<file path="config.mk">
export PLATFORM = sky130hd
export DESIGN_NAME = pc_fetch_unit_flat
export DESIGN_NICKNAME = d
export VERILOG_FILES = /design/src/rtl/pc_fetch_unit_pkg.sv /design/src/rtl/pc_fetch_unit_if.sv /design/src/rtl/pc_next_mux.sv /design/src/rtl/pc_fetch_unit.sv /design/src/flat_wrapper.sv
export SDC_FILE = /design/constraint.sdc
export NUM_CORES = 1
export LEC_CHECK = 0
export ABC_CLOCK_PERIOD_IN_PS = 4700
export CAP_MARGIN = 20
export CORE_ASPECT_RATIO = 0.5
export CORE_MARGIN = 5
export CORE_UTILIZATION = 49
export DETAILED_ROUTE_END_ITERATION = 10
export HOLD_SLACK_MARGIN = 0.15
export PLACE_DENSITY = 0.94
export SYNTH_ARGS = -nofsm -noshare
export SYNTH_HDL_FRONTEND = slang
export SYNTH_HIERARCHICAL = 1
export SYNTH_SLANG_ARGS = --single-unit
</file>
<file path="constraint.sdc">
create_clock -name clk -period 4.7 [get_ports clk]
set_input_delay 0.705 -clock clk [delete_from_list [all_inputs] [get_ports clk]]
set_output_delay 0.705 -clock clk [all_outputs]
set_load 0.01 [all_outputs]
</file>
<file path="src/rtl/pc_fetch_unit_pkg.sv">
// pc_fetch_unit_pkg: shared widths, reset PC, fetch FSM encodings and PC helpers
package pc_fetch_unit_pkg;
  localparam int XLEN = 32;
  localparam int ILEN = 32;
  typedef logic [XLEN-1:0] addr_t;
  typedef logic [ILEN-1:0] instr_t;
  localparam addr_t RESET_PC_DEF = '0;
  localparam logic [1:0] S_IDLE = 2'd0;
  localparam logic [1:0] S_REQ  = 2'd1;
  localparam logic [1:0] S_WAIT = 2'd2;
  localparam logic [1:0] S_HOLD = 2'd3;
  function automatic addr_t pc_plus4(input addr_t pc);
    return pc + addr_t'(4);
  endfunction
endpackage

</file>
<file path="src/rtl/pc_fetch_unit_if.sv">
// pc_fetch_unit_if: control, instruction-memory and decode handshake signals of the fetch unit
interface pc_fetch_unit_if;
  import pc_fetch_unit_pkg::*;
  logic   redirect;
  addr_t  redirect_pc;
  logic   stall;
  logic   imem_req;
  addr_t  imem_addr;
  logic   imem_gnt;
  logic   imem_rvalid;
  instr_t imem_rdata;
  logic   if_valid;
  logic   if_ready;
  addr_t  if_pc;
  addr_t  if_pc_plus4;
  instr_t if_instr;
  logic   fetch_fault;
  modport master (
    input  redirect, redirect_pc, stall, imem_gnt, imem_rvalid, imem_rdata, if_ready,
    output imem_req, imem_addr, if_valid, if_pc, if_pc_plus4, if_instr, fetch_fault
  );
  modport slave (
    output redirect, redirect_pc, stall, imem_gnt, imem_rvalid, imem_rdata, if_ready,
    input  imem_req, imem_addr, if_valid, if_pc, if_pc_plus4, if_instr, fetch_fault
  );
endinterface

</file>
<file path="src/rtl/pc_next_mux.sv">
// pc_next_mux: XLEN-wide 2:1 next-PC select, b chosen when sel is high
module pc_next_mux
  import pc_fetch_unit_pkg::*;
(
  input  logic  i_sel,
  input  addr_t i_a,
  input  addr_t i_b,
  output addr_t o_y
);
  assign o_y = i_sel ? i_b : i_a;
endmodule

</file>
<file path="src/rtl/pc_fetch_unit.sv">
// pc_fetch_unit: PC register and single-outstanding fetch sequencer feeding decode
module pc_fetch_unit
  import pc_fetch_unit_pkg::*;
#(
  parameter addr_t RESET_PC = RESET_PC_DEF
) (
  input logic clk,
  input logic rst,
  pc_fetch_unit_if.master bus
);
  logic [1:0] r_state;
  addr_t      r_pc;
  logic       r_drop;
  logic       r_if_valid;
  logic       r_fault;
  addr_t      r_if_pc;
  addr_t      r_if_pc_plus4;
  instr_t     r_if_instr;
  logic       w_redir;
  logic       w_misal;
  logic       w_accept;
  addr_t      w_pc_plus4;
  addr_t      w_next_pc;
  assign w_redir    = bus.redirect & (bus.redirect_pc[1:0] == 2'b00);
  assign w_misal    = bus.redirect & (bus.redirect_pc[1:0] != 2'b00);
  assign w_accept   = (r_state == S_HOLD) & r_if_valid & bus.if_ready & ~bus.stall;
  assign w_pc_plus4 = pc_plus4(r_pc);
  pc_next_mux u_mux (
    .i_sel (w_redir),
    .i_a   (w_pc_plus4),
    .i_b   (bus.redirect_pc),
    .o_y   (w_next_pc)
  );
  // A redirect landing in the same cycle as the response discards it instead of waiting forever
  always_ff @(posedge clk) begin
    if (rst) begin
      r_state       <= S_IDLE;
      r_pc          <= RESET_PC;
      r_drop        <= 1'b0;
      r_if_valid    <= 1'b0;
      r_fault       <= 1'b0;
      r_if_pc       <= '0;
      r_if_pc_plus4 <= '0;
      r_if_instr    <= '0;
    end else begin
      r_fault <= w_misal;
      if (w_redir | w_accept) begin
        r_pc       <= w_next_pc;
        r_if_valid <= 1'b0;
      end
      case (r_state)
        S_IDLE: r_state <= S_REQ;
        S_REQ: if (bus.imem_gnt) begin
          r_state <= S_WAIT;
          r_drop  <= w_redir;
        end
        S_WAIT: if (bus.imem_rvalid) begin
          r_drop <= 1'b0;
          if (r_drop | w_redir) r_state <= S_REQ;
          else begin
            r_if_instr    <= bus.imem_rdata;
            r_if_pc       <= r_pc;
            r_if_pc_plus4 <= w_pc_plus4;
            r_if_valid    <= 1'b1;
            r_state       <= S_HOLD;
          end
        end else if (w_redir) r_drop <= 1'b1;
        default: if (w_redir | w_accept) r_state <= S_REQ;
      endcase
    end
  end
  assign bus.imem_req    = (r_state == S_REQ);
  assign bus.imem_addr   = r_pc;
  assign bus.if_valid    = r_if_valid;
  assign bus.if_pc       = r_if_pc;
  assign bus.if_pc_plus4 = r_if_pc_plus4;
  assign bus.if_instr    = r_if_instr;
  assign bus.fetch_fault = r_fault;
endmodule

</file>
<file path="src/flat_wrapper.sv">
// flat-port wrapper written by rule: the top's interface ports become plain ports
module pc_fetch_unit_flat import pc_fetch_unit_pkg::*;
#(
  parameter addr_t RESET_PC = RESET_PC_DEF
)
  (clk, rst, bus_redirect, bus_redirect_pc, bus_stall, bus_imem_gnt, bus_imem_rvalid, bus_imem_rdata, bus_if_ready, bus_imem_req, bus_imem_addr, bus_if_valid, bus_if_pc, bus_if_pc_plus4, bus_if_instr, bus_fetch_fault);
  pc_fetch_unit_if bus_i ();
  input logic clk;
  input logic rst;
  input wire logic [$bits(bus_i.redirect)-1:0] bus_redirect;
  input wire logic [$bits(bus_i.redirect_pc)-1:0] bus_redirect_pc;
  input wire logic [$bits(bus_i.stall)-1:0] bus_stall;
  input wire logic [$bits(bus_i.imem_gnt)-1:0] bus_imem_gnt;
  input wire logic [$bits(bus_i.imem_rvalid)-1:0] bus_imem_rvalid;
  input wire logic [$bits(bus_i.imem_rdata)-1:0] bus_imem_rdata;
  input wire logic [$bits(bus_i.if_ready)-1:0] bus_if_ready;
  output wire logic [$bits(bus_i.imem_req)-1:0] bus_imem_req;
  output wire logic [$bits(bus_i.imem_addr)-1:0] bus_imem_addr;
  output wire logic [$bits(bus_i.if_valid)-1:0] bus_if_valid;
  output wire logic [$bits(bus_i.if_pc)-1:0] bus_if_pc;
  output wire logic [$bits(bus_i.if_pc_plus4)-1:0] bus_if_pc_plus4;
  output wire logic [$bits(bus_i.if_instr)-1:0] bus_if_instr;
  output wire logic [$bits(bus_i.fetch_fault)-1:0] bus_fetch_fault;
  assign bus_i.redirect = bus_redirect;
  assign bus_i.redirect_pc = bus_redirect_pc;
  assign bus_i.stall = bus_stall;
  assign bus_i.imem_gnt = bus_imem_gnt;
  assign bus_i.imem_rvalid = bus_imem_rvalid;
  assign bus_i.imem_rdata = bus_imem_rdata;
  assign bus_i.if_ready = bus_if_ready;
  assign bus_imem_req = bus_i.imem_req;
  assign bus_imem_addr = bus_i.imem_addr;
  assign bus_if_valid = bus_i.if_valid;
  assign bus_if_pc = bus_i.if_pc;
  assign bus_if_pc_plus4 = bus_i.if_pc_plus4;
  assign bus_if_instr = bus_i.if_instr;
  assign bus_fetch_fault = bus_i.fetch_fault;
  pc_fetch_unit #(.RESET_PC(RESET_PC)) u_core (.clk(clk), .rst(rst), .bus(bus_i));
endmodule
</file>
# --- After elaboration in Yosys (flattened, before gate mapping) ---
# Cells that the tools add are included.
totals:
  register_bits: 133
  out_inout_bits: 131
  wordCells: 46
classes:
  add_sub_neg: 1
  eq_ne: 6
  muxes: 14
  bitwise: 9
  reduce_logical: 8
ops:
  columns: ["op", "n"]
  rows:
  - ["32-bit by 3-bit adder with 32-bit output, second input constant", 1]
  - ["32-bit 2-to-1 mux", 1]
  - ["3-bit AND reduction", 3]
  - ["2-bit 2-to-1 mux", 4]
  - ["1-bit 2-to-1 mux", 7]
  - ["2-bit one-hot mux with 3 select lines", 1]
  - ["1-bit AND", 5]
  - ["2-bit equality test, second input constant", 2]
  - ["2-bit logical NOT", 2]
  - ["2-bit != test, second input constant", 2]
  - ["2-bit nonzero test", 2]
  - ["4-bit nonzero test", 1]
  - ["3-bit != test, second input constant", 1]
  - ["2-bit by 1-bit equality test with 1-bit output, second input constant", 1]
  - ["1-bit NOT", 2]
  - ["1-bit bitwise OR", 2]
  - ["1-bit one-hot mux with 2 select lines", 1]

# --- Logic depth before layout (Yosys ltp) ---
logic_depth:
  word_depth: 9
  mapped_depth: 10
  ltp_nobuf: 8

# --- Hierarchy ---
# Netlist, hierarchy kept.
modules_own_cells:
  columns: ["module", "n_inst", "cells_each", "area_each_um2", "seq_area_each_um2"]
  rows:
  - ["pc_fetch_unit", 1, 694, 5391.4, 2622.5]
  - ["pc_next_mux", 1, 36, 544.3, 0.0]

# --- Worst setup path before layout ---
# Ideal clock, no wire load.
synth_timing:
  path_kind: "input to register"
  from: "in bus_redirect"
  to: "reg u_core.r_if_pc_plus4[28], in the netlist u_core/bus.if_pc_plus4[28]"
  setup_ps: 116
  arrival_time_ps: 2080
  required_ps: 4584
  slack_ps: 2504
  path_stages: 8
  path_cell_list: "or3b_1 clkbuf_1 inv_2 or3_1 buf_2 buf_2 a211o_1 o211a_1"
synth_between:
  elab_chain_cells: 4
synth_lines:
  columns: ["element", "line", "text"]
  rows:
  - ["start: declaration", "flat_wrapper.sv:10", "input wire logic [$bits(bus_i.redirect)-1:0] bus_redirect;"]
  - ["1-bit AND", "pc_fetch_unit.sv:24", "assign w_redir = bus.redirect & (bus.redirect_pc[1:0] == 2'b00);"]
  - ["net u_core.w_redir", "pc_fetch_unit.sv:19", "logic w_redir;"]
  - ["1-bit bitwise OR", "pc_fetch_unit.sv:59", "if (r_drop | w_redir) r_state <= S_REQ;"]
  - ["1-bit NOT (no line)", null, null]
  - ["3-bit AND reduction (no line)", null, null]
  - ["end signal: assignment", "pc_fetch_unit.sv:63", "r_if_pc_plus4 <= w_pc_plus4;"]
  - ["end: declaration", "pc_fetch_unit.sv:17", "addr_t r_if_pc_plus4;"]
# The timed path passes the listed nets, and every way through them passes these cells.
# A chain may end at the register's enable or synchronous reset.

# --- Worst setup path after layout ---
layout_timing:
  from: "in bus_redirect_pc[0]"
  to: "reg u_core.r_if_pc_plus4[11], in the netlist u_core/bus.if_pc_plus4[11]"
layout_between:
  elab_chain_cells: 5
layout_lines:
  columns: ["element", "line", "text"]
  rows:
  - ["start: declaration", "flat_wrapper.sv:11", "input wire logic [$bits(bus_i.redirect_pc)-1:0] bus_redirect_pc;"]
  - ["2-bit logical NOT", "pc_fetch_unit.sv:24", null]
  - ["1-bit AND", "pc_fetch_unit.sv:24", null]
  - ["net u_core.w_redir", "pc_fetch_unit.sv:19", null]
  - ["1-bit bitwise OR", "pc_fetch_unit.sv:59", null]
  - ["1-bit NOT (no line)", null, null]
  - ["3-bit AND reduction (no line)", null, null]
# The timed path passes the listed nets, and every way through them passes these cells.

==> results.toml <==
[outcome]
status = "completed"

[yosys]
synth_nets = 806
synth-edff-count = 0
synth_cells = 730
yosysTopAreaCellShare_pct = 44.18
ys.flop_type = "dfxtp_1"
ys_warn_count = 6
syn_avg_cell_area_um2 = 8.131
async_reset_ff_share_pct = 0
synth_top_area_cell = "dfxtp_1"
yosys_register_bits = 131
synth_cell_type_count = 46
synth_seq_area_share_pct = 44.18
synth_area_um2 = 5936
synth_area_leaders = "dfxtp_1, nand2_1, a21oi_1"

[placement]
place.gp.congestion = 0.8191
hpwl_um = 12550
numPortBuffers = 201
dpl.cell_count = 1042

[critical_path]
r2r_setup_slack_ns = 1.79
r2r-end = "u_core/bus.imem_addr[29]"
r2r_cells = 7
cp-end-kind = "flip-flop"
cp-start-kind = "primary input"
critPathKind = "primary input to flip-flop"
crit_arrival_ns = 3.22
required_ns = 5.01
path_max_fanout = 45
rr_startpoint = "u_core/bus.imem_addr[7]"

[floorplanning]
dieWidth_um = 165.7
core_area_um2 = 11840
start_util_pct = 50.13
die_y_um = 87.83
row_count = 28
ioPinCount = 202
dieArea_um2 = 14550

[sta]
relSlewSlack_pct = 35.16
max_clock_freq_mhz = 343.0
whs_ns = 0.4522
rsz0062_at_grt = "no"
hold_viol = 0
finalSetupViolations = 0
period_share_pct = 62.03
slew_violations = 0
worst_pin_slew_ns = 0.9703
fin_crit_ns = 2.915
fin_skew_ns = 0.008501
tns_ns = 0

[global_routing]
grt_first_pass_wirelength_um = 32090
gr-max-usage-layer = "met2"
antenna_found_initial = 0
grt_use_met2_pct = 46.63
grt_max_degree = 77
grt_pass1_vias = 6226
globalRouteMet3Util_pct = 7.304
grt.met1_usage_pct = 31.66
grt_use_total_pct = 27.30
gr-total-overflow = 0

[route]
drtIter0Drc = 767
wl_per_cell_um = 18.94
first_pass_iters = 5
vias = 6114
drt.antenna.violating_nets = 0
routed_wl_um = 20340
via_per_inst = 5.693
post-route-drc-count = 0

[clock_tree]
clk_pin_slew_ns = 0.06
cts_hold_buf = 0
cts_root_buffer = "clkbuf_16"
insertion_delay_ns = 0.42
post_cts_buffers = 0
cts.path.max_buffers = 2
htreeDepth = 4
cts_resized = 0
clock_sinks = 131
cts_tree = "done"
cts_made_buffers = 17

[pwr]
p_leak_nw = 2.952
powerDensity_nw_per_um2 = 346.5
peakVddDrop_mv = 0.2570

[worst_hold_path]
min_path_cells = 2
min_from = "u_core/bus.if_instr[18]"
hp-class = "flip-flop to flip-flop"
whs_endpoint = "u_core/bus.if_instr[18]"

[final_layout]
fin_nets = 972
fill_cells = 825
drive_above_1_share_pct = 8.911
area_growth_pct = 43.23
antenna_cells = 0
fin_cells = 1074

[job]
max_cap_viol_count = 0
flip-flops by register name (all words and copies together) (netlist names):
register                count
u_core/bus.if_instr        32
u_core/bus.if_pc           32
u_core/bus.imem_addr       32
u_core/bus.if_pc_plus4     30
u_core/r_state              2
u_core/bus.fetch_fault      1
u_core/bus.if_valid         1
u_core/r_drop               1
critical path, stage by stage:
cell	delay, ns
clkdlybuf4s50_1	0.47
or3b_1	0.50
inv_2	0.50
or3_2	0.24
buf_4	0.43
a21oi_1	0.20
o21a_1	0.17
layer usage:
layer / wire, µm / vias up
li1: - / 2795
met1: 7948 / 2887
met2: 9780 / 347
met3: 1613 / 85
met4: 996 / 0
met5: 0 / -
area by class of cell:
class | instances | area, µm² | share of cell area (%)
Inverter | 20 | 75.07 | 0.8830
Multi-Input combinational cell | 517 | 2920 | 34.35
Sequential cell | 131 | 2623 | 30.85
Timing Repair Buffer | 209 | 2069 | 24.34
Clock buffer | 17 | 425.4 | 5.004
Tap cell | 165 | 206.4 | 2.428
Clock inverter | 15 | 182.7 | 2.149
cells in the final DEF, fill, tap and decap left out, drive strengths merged, types with 8 or more instances in the layout:
cell           instances
nand4                 11
clkbuf                17
inv                   22
nor2                  29
o31ai                  8
or4                    8
a311oi                13
o21a                   8
nand2                222
buf                    9
mux2                  32
nand3                  9
dfxtp                131
xnor2                 11
a21oi                111
clkdlybuf4s50        200
kinds of logic after synthesis:
| group | after synthesis | share of synthesized area [%] |
|---|---|---|
| AND/OR/NAND/NOR | 310 | 22.77 |
| buffers and inverters | 82 | 6.724 |
| adder cells (fa/ha/maj) | 5 | 1.054 |
| XOR/XNOR | 15 | 2.213 |
| multiplexers | 33 | 8.137 |
| flip-flops | 131 | 44.18 |
| AO/OA/AOI/OAI | 154 | 14.92 |
worst max path at each step:
stage | from | to | depth (start not counted)
4_1_cts | bus_redirect_pc[0] | u_core/bus.if_pc[8] | 7
5_1_grt | u_core/bus.imem_addr[7] | u_core/bus.imem_addr[25] | 7
3_3_place_gp | bus_redirect_pc[1] | u_core/bus.imem_addr[29] | 7
2_1_floorplan | bus_redirect | u_core/bus.if_pc_plus4[28] | 8
3_5_place_dp | bus_redirect_pc[1] | u_core/bus.if_pc_plus4[11] | 7
6_report | bus_redirect_pc[0] | u_core/bus.if_pc_plus4[11] | 7
where the power goes:
group          leakage [nW]  switching (mW)  internal, mW
Sequential             1.06          0.0306          1.15
Clock                 0.286           0.538         0.838
Combinational          1.61           0.198         0.189
Total                  2.95           0.767          2.18
cell usage after synthesis, drive strengths merged, types with 9 or more instances:
library cell and instances:
a311oi 13, nand2 222, nand4 11, dfxtp 131, nor2 29, a21oi 111, clkbuf 32, buf 30
mux2 32, nand3 9, inv 20, xnor2 11
per-stage QoR:
| step | setup slack [ns] | util, % | area (µm²) | power (mW) |
|---|---|---|---|---|
| floorplan | 2.504 | - | 5936 | 1.397 |
| global placement | 1.506 | 66.66 | 7894 | 1.561 |
| detailed placement | 1.469 | 66.66 | 7894 | 1.575 |
| CTS | 1.844 | 71.80 | 8502 | 2.941 |
| global route | 1.545 | 71.80 | 8502 | 3.036 |
| finish | 1.785 | 71.80 | 8502 | 2.946 |
(Power assumes the default switching activity.)
